File: src/rtl/intel_issp_reset_extend_pkg.sv
// Shared types for the ISSP-driven multi-channel reset generator.
// Channel FSM encoding and operating-mode selectors.
package intel_issp_reset_extend_pkg;

  typedef enum logic [1:0] {
    ST_IDLE,
    ST_ACTIVE,
    ST_EXTEND
  } rst_state_t;

  localparam int MODE_LEVEL = 0;
  localparam int MODE_PULSE = 1;

endpackage

File: src/rtl/intel_issp_reset_extend_chan.sv
// One ISSP reset channel: synchroniser, edge detect, FSM and hold counter.
// Output is a dedicated flop so consumers never see decode glitches.
module intel_issp_reset_extend_chan
  import intel_issp_reset_extend_pkg::*;
#(
  parameter int SYNC_STAGES = 2,
  parameter int HOLD_CYCLES = 16,
  parameter int MODE        = MODE_LEVEL
) (
  input  logic clk,
  input  logic rst_n,
  input  logic issp_i,
  output logic probe_o,
  output logic reset_o
);

  localparam int CW = $clog2(HOLD_CYCLES + 1);
  localparam logic [CW-1:0] HOLD = CW'(HOLD_CYCLES);
  localparam logic [CW-1:0] ONE  = CW'(1);

  (* altera_attribute = "-name SYNCHRONIZER_IDENTIFICATION FORCED_IF_ASYNCHRONOUS" *)
  (* async_reg = "true" *)
  logic [SYNC_STAGES-1:0] sync_q;

  logic          s;
  logic          s_d_q;
  logic          rise;
  rst_state_t    state_q, state_d;
  logic [CW-1:0] cnt_q, cnt_d;
  logic          rst_q, rst_d;

  assign s    = sync_q[SYNC_STAGES-1];
  assign rise = s & ~s_d_q;

  always_ff @(posedge clk or negedge rst_n) begin
    if (!rst_n) begin
      sync_q  <= '0;
      s_d_q   <= 1'b0;
      state_q <= ST_EXTEND;
      cnt_q   <= HOLD;
      rst_q   <= 1'b1;
    end else begin
      sync_q  <= {sync_q[SYNC_STAGES-2:0], issp_i};
      s_d_q   <= s;
      state_q <= state_d;
      cnt_q   <= cnt_d;
      rst_q   <= rst_d;
    end
  end

  always_comb begin
    state_d = state_q;
    cnt_d   = cnt_q;
    if (MODE == MODE_PULSE) begin
      // A rise restarts the count from any state, so retriggers stretch the pulse.
      if (rise) begin
        state_d = ST_EXTEND;
        cnt_d   = HOLD;
      end else if (state_q == ST_EXTEND) begin
        if (cnt_q == ONE) state_d = ST_IDLE;
        else              cnt_d   = cnt_q - ONE;
      end
    end else begin
      unique case (state_q)
        ST_IDLE: begin
          if (s) state_d = ST_ACTIVE;
        end
        ST_ACTIVE: begin
          if (!s) begin
            state_d = ST_EXTEND;
            cnt_d   = HOLD;
          end
        end
        ST_EXTEND: begin
          if (s)                 state_d = ST_ACTIVE;
          else if (cnt_q == ONE) state_d = ST_IDLE;
          else                   cnt_d   = cnt_q - ONE;
        end
        default: state_d = ST_IDLE;
      endcase
    end
  end

  assign rst_d   = (state_d != ST_IDLE);
  assign probe_o = s;
  assign reset_o = rst_q;

endmodule

File: src/rtl/intel_issp_reset_extend.sv
// Multi-channel ISSP reset generator: stretches or pulses each ISSP bit
// into a registered active-high reset in the clk domain.
module intel_issp_reset_extend
  import intel_issp_reset_extend_pkg::*;
#(
  parameter int NUM_CHANNELS = 4,
  parameter int SYNC_STAGES  = 2,
  parameter int HOLD_CYCLES  = 16,
  parameter int MODE         = MODE_LEVEL
) (
  input  logic                    clk,
  input  logic                    rst_n,
  input  logic [NUM_CHANNELS-1:0] issp_in,
  output logic [NUM_CHANNELS-1:0] reset_out,
  output logic [NUM_CHANNELS-1:0] probe_out
);

  for (genvar g = 0; g < NUM_CHANNELS; g++) begin : g_chan
    intel_issp_reset_extend_chan #(
      .SYNC_STAGES (SYNC_STAGES),
      .HOLD_CYCLES (HOLD_CYCLES),
      .MODE        (MODE)
    ) u_chan (
      .clk     (clk),
      .rst_n   (rst_n),
      .issp_i  (issp_in[g]),
      .probe_o (probe_out[g]),
      .reset_o (reset_out[g])
    );
  end

endmodule

File: config.mk
export PLATFORM = sky130hd
export DESIGN_NAME = intel_issp_reset_extend
export DESIGN_NICKNAME = d
export VERILOG_FILES = /design/src/rtl/intel_issp_reset_extend_pkg.sv /design/src/rtl/intel_issp_reset_extend_chan.sv /design/src/rtl/intel_issp_reset_extend.sv
export SDC_FILE = /design/constraint.sdc
export NUM_CORES = 1
export LEC_CHECK = 0
export ABC_AREA = 1
export BUFFER_PORTS_ARGS = -buffer_cell sky130_fd_sc_hd__buf_2
export CAP_MARGIN = 20
export CORE_MARGIN = 2
export CORE_UTILIZATION = 35
export DETAILED_ROUTE_END_ITERATION = 8
export HOLD_SLACK_MARGIN = 0.1
export PLACE_DENSITY_LB_ADDON = 0.1
export SLEW_MARGIN = 15
export SYNTH_ARGS = -nofsm -noshare
export SYNTH_HDL_FRONTEND = slang
export SYNTH_HIERARCHICAL = 1
export SYNTH_SLANG_ARGS = --single-unit
File: constraint.sdc
create_clock -name clk -period 2.5 [get_ports clk]
set_clock_uncertainty 0.2 [all_clocks]
set_input_delay 0.375 -clock clk [delete_from_list [all_inputs] [get_ports clk]]
set_output_delay 0.375 -clock clk [all_outputs]
set_load 0.05 [all_outputs]
# Word level (Yosys, flattened, before mapping)
# Cells that the tools add are included.
# classes
n_addsub	4
n_eq_ne	24
n_mux	36
n_reduce_logical	16
# ops
cell	count
$mux W5	12
$pmux W5 S2	4
$mux W2	16
$ne A2 B2 Y1 const B	12
$pmux W2 S3	4
$eq A5 B1 Y1 const B	4
$sub A5 B1 Y5 const B	4
$reduce_and A4 Y1	4
$reduce_bool A2 Y1	8
$eq A2 B1 Y1 const B	4
$eq A2 B2 Y1 const B	4
$logic_not A2 Y1	4
# word_totals
ff_bits	40
inputBits	6
output_inout_bits	8
elab_cells	96

# Longest topological paths before layout
# depth
word_depth	5
mapped_depth	7

# By module
# The synthesis kept the hierarchy.
# by_module_without_submodules
module	instances	cells_each	area_per_inst_um2	seq_area_each_um2
intel_issp_reset_extend_chan	4	54	498.0	254.0

# Worst setup path after synthesis
# No wires, ideal clock.
# synth_timing
path_type	register -> register
from	reg g_chan[0].u_chan.sync_q[1]
to	reg g_chan[0].u_chan.rst_q
setup_ns	0.082
arrival_ns	1.181
t_required_ns	2.218
slack_ns	1.037
stages_incl_launch_ff	5
n_path_buf	0
cell_sequence	dfrtp_1 -> inv_1 -> nand2_4 -> nand2_4 -> or2_1
# synth_between
elab_chain_len	3
elab_cells_between_ends	5
# synth_lines
element	line_no	rtl
start, declared	intel_issp_reset_extend_chan.sv:23	logic [SYNC_STAGES-1:0] sync_q;
start signal, assigned	intel_issp_reset_extend_chan.sv:43	sync_q <= {sync_q[SYNC_STAGES-2:0], issp_i};
$mux W2, on equally long branches	intel_issp_reset_extend_chan.sv:75, intel_issp_reset_extend_chan.sv:66, intel_issp_reset_extend_chan.sv:69	
$pmux W2 S3 (*)	intel_issp_reset_extend_chan.sv:64	unique case (state_q)
via g_chan[0].u_chan.state_d[1]	intel_issp_reset_extend_chan.sv:28	rst_state_t state_q, state_d;
$reduce_bool A2 Y1 (*)	intel_issp_reset_extend_chan.sv:84	assign rst_d = (state_d != ST_IDLE);
via g_chan[0].u_chan.rst_d	intel_issp_reset_extend_chan.sv:30	logic rst_q, rst_d;
end signal, assigned	intel_issp_reset_extend_chan.sv:47	rst_q <= rst_d;
end, declared	intel_issp_reset_extend_chan.sv:30	
# Mark *: on every way through the listed nets, which the timed path passes. The rest lies on a longest branch.
# A chain may end at the register's enable or synchronous reset.

# Worst setup path in the final report
# layout_timing
from	reg g_chan[1].u_chan.rst_q
to	out reset_out[1]
# layout_rtl
element	line_no	rtl
start, declared	intel_issp_reset_extend_chan.sv:30	
start signal, assigned	intel_issp_reset_extend_chan.sv:47	
end, declared	intel_issp_reset_extend.sv:14	output logic [NUM_CHANNELS-1:0] reset_out,
# No word-level cell between the ends.

==> metrics.yaml <==
detailedRoute.firstPassIterationCount: 4
initial_utilization: 0.362
clock-root-buffer: "clkbuf_8"
timing.critical_path.arrival_ns: 1.06
n_fill_cell: 552
synthCells: 216
worst_ir_drop_vdd_mv: 0.338
portBuffers: 13
timing.critical_path.to_type: "output port"
via_count_of_the_first_global_routing_pass: 1325
start_kind: "flop"
timing.max_cap.violations: 0
timing.final.ws_setup_ns: 0.860
grt.overflow.total: 0
sequential_share_of_the_synthesized_area: 0.510
later_pin_clock_latency_in_the_skew_report_ns: 0.28
rows: 27
placeable_core_region_um2: 5510
diodes: 0
track_usage: 0.122
die_h_um: 79.4
design.final.nets: 256
cts_buffers: 5
min-delay-path-class: "reg -> reg"
multi_input_gate_area_um2: 886
criticalPathCategory: "reg -> out"
grt_first_pass_wirelength_um: 6050
place.gp.congestion: 0.764
synthXorXnorAreaFrac: 0.0176
antenna_violating_nets_post_route: 0
timing.setup.tns_ns: 0
fp.dieArea_um2: 6310
run_status: "finished clean"
dpl.hpwl_um: 2330
timing.critical_path.max_delay_family: "flip-flops"
io-pin-count: 14
area_delta_synth_final_pct: 15.8
number_of_antenna_violations_at_the_first_check_in_global_routing: 0
fraction_of_layout_instances_using_a_drive_strength_above_1: 0.230
worst_slew_pin_slew_ns: 0.252
design_power_total_uw: 1810
yosys.cell_types.count: 16
max_slew_margin: 0.833
synth.area.mux_share: 0
setup_viol: 0
synth_nets: 230
post-cts-setup-buffers: 0
synth_compound_gate_area_share: 0.0302
unrepaired_setup_endpoints_after_global_routing: "false"
critical_path.max_fanout: 1
ys_ff_latch: 40
leakagePower_uw: 0.00113
synth.avg_cell_area_um2: 9.22
post-place-ws_ns: 1.06
ys.warnings.count: 6
grt_max_degree: 41
drt_drc_violations_left: 0
finalCriticalPeriod_ns: 1.64
final_hold_viol_count: 0
clkSinkCount: 40
chipWidth_um: 79.4
detailroute.via_count: 1345
final-seq-area_um2: 1020
cts-resized-gates: 0
synth.cell_area_um2: 1990
h-tree-depth: 2
fmax_mhz: 610
required_ns: 1.92
cts.reportedPaths.clkPinSlew_ns: 0.07
detail_route.wirelength_um: 3270
cts_tree: "yes"
slowest_delay_ns: 0.53
critical_path.n_buffers_inverters: 1
cp_slowest_cell: "dfstp_2"
critical_path.cell_chain: "buf_2"
synth_simple_gate_area_frac: 0.347
clock_path_buffers: 2
final-max-slew-violation-count: 0
first_iter_violations: 45
cellPowerDensity_nw_per_um2: 785
via_per_inst: 4.27
synth_adder_area_share: 0.0503
main_combinational_cell_family_by_area_after_synthesis: "simple AND/OR/NAND/NOR gates"
setup.reg_to_reg.worst_slack_ns: 1.06
drt-wirelength-per-cell_um: 10.4
final_cycle_utilization_of_the_critical_path: 0.656
where the power goes:
group          internal, uW  switching, uW
combinational           207            316
clock                   225            207
sequential              766           89.6
cells in the final DEF, fill, tap and decap left out, drive strengths merged:
| cell type | instances |
|---|---|
| o21ai | 8 |
| xnor2 | 4 |
| a21oi | 4 |
| inv | 24 |
| clkbuf | 8 |
| nand3b | 4 |
| dfstp | 12 |
| ha | 8 |
| dlygate4sd3 | 5 |
| or2 | 4 |
| dfrtp | 28 |
| buf | 14 |
| nor2 | 28 |
| nand2 | 64 |
| nand3 | 28 |
metal layers:
metal / wire [um] / GRT usage / vias to the layer above
li1: - / - / 735
met1: 1710 / 0.164 / 593
met2: 1420 / 0.188 / 15
met3: 113 / 0.0351 / 2
met4: 27 / 0.0414 / 0
met5: 0 / 0 / -
final timing paths:
path	cells past startpoint	end	startpoint
worst max-delay path	1	reset_out[1]	g_chan[1].u_chan/reset_o$_DFF_PN1_
worst min-delay path	0	g_chan[3].u_chan/sync_q[1]$_DFF_PN0_	g_chan[3].u_chan/sync_q[0]$_DFF_PN0_
worst max register to register	6	g_chan[0].u_chan/reset_o$_DFF_PN1_	g_chan[0].u_chan/cnt_q[1]$_DFFE_PN0P_
worst min register to register	0	g_chan[3].u_chan/sync_q[1]$_DFF_PN0_	g_chan[3].u_chan/sync_q[0]$_DFF_PN0_
max in group asynchronous	3	g_chan[3].u_chan/cnt_q[4]$_DFFE_PN1P_	rst_n
min in group asynchronous	3	g_chan[1].u_chan/cnt_q[0]$_DFFE_PN0P_	rst_n
cell type report:
type | instances | area share
flip-flops and latches | 40 | 0.440
inverters | 24 | 0.0390
repair buffers | 19 | 0.0586
multi-input cells | 152 | 0.384
clock buffers | 8 | 0.0390
well taps | 72 | 0.0390
per-stage QoR:
stage	cell area, um2	hold WS (ns)	util	instances
2_1_floorplan	1990	-0.121	-	216
3_3_place_gp	2170	0.133	0.394	302
3_5_place_dp	2170	0.136	0.394	302
4_1_cts	2310	0.151	0.419	315
5_1_grt	2310	0.160	0.419	315
6_report	2310	0.149	0.419	315
state kept, by name, summed over array words and instances (netlist names):
name / cells
g_chan.u_chan/cnt_q: 20
g_chan.u_chan/sync_q: 8
g_chan.u_chan/state_q: 8
g_chan.u_chan/reset_o: 4
cells in the mapped netlist, drive strengths merged:
| cell type | instances | share of area |
|---|---|---|
| o21ai | 8 | 0.020 |
| a21oi | 4 | 0.010 |
| dfrtp | 28 | 0.35 |
| nand2 | 64 | 0.17 |
| inv | 24 | 0.045 |
| nand3 | 28 | 0.080 |
| nand3b | 4 | 0.015 |
| ha | 8 | 0.050 |
| or2 | 4 | 0.013 |
| dfstp | 12 | 0.16 |
| nor2 | 28 | 0.073 |
| xnor2 | 4 | 0.018 |
what timing repair did:
action,4_1_cts,5_1_grt
endpoints found under the hold margin,44,0
hold buffers,5,0
endpoints found under the setup margin,0,0
kinds of logic (layout without fill, tap and decap cells):
| group | count (synthesis) | after routing |
|---|---|---|
| simple gates | 128 | 128 |
| fa+ha+maj | 8 | 8 |
| xor+xnor | 4 | 4 |
| compound gates | 12 | 12 |
| flops | 40 | 40 |
| buf+inv | 24 | 51 |
No activity file was read; power rests on OpenSTA's default activity.
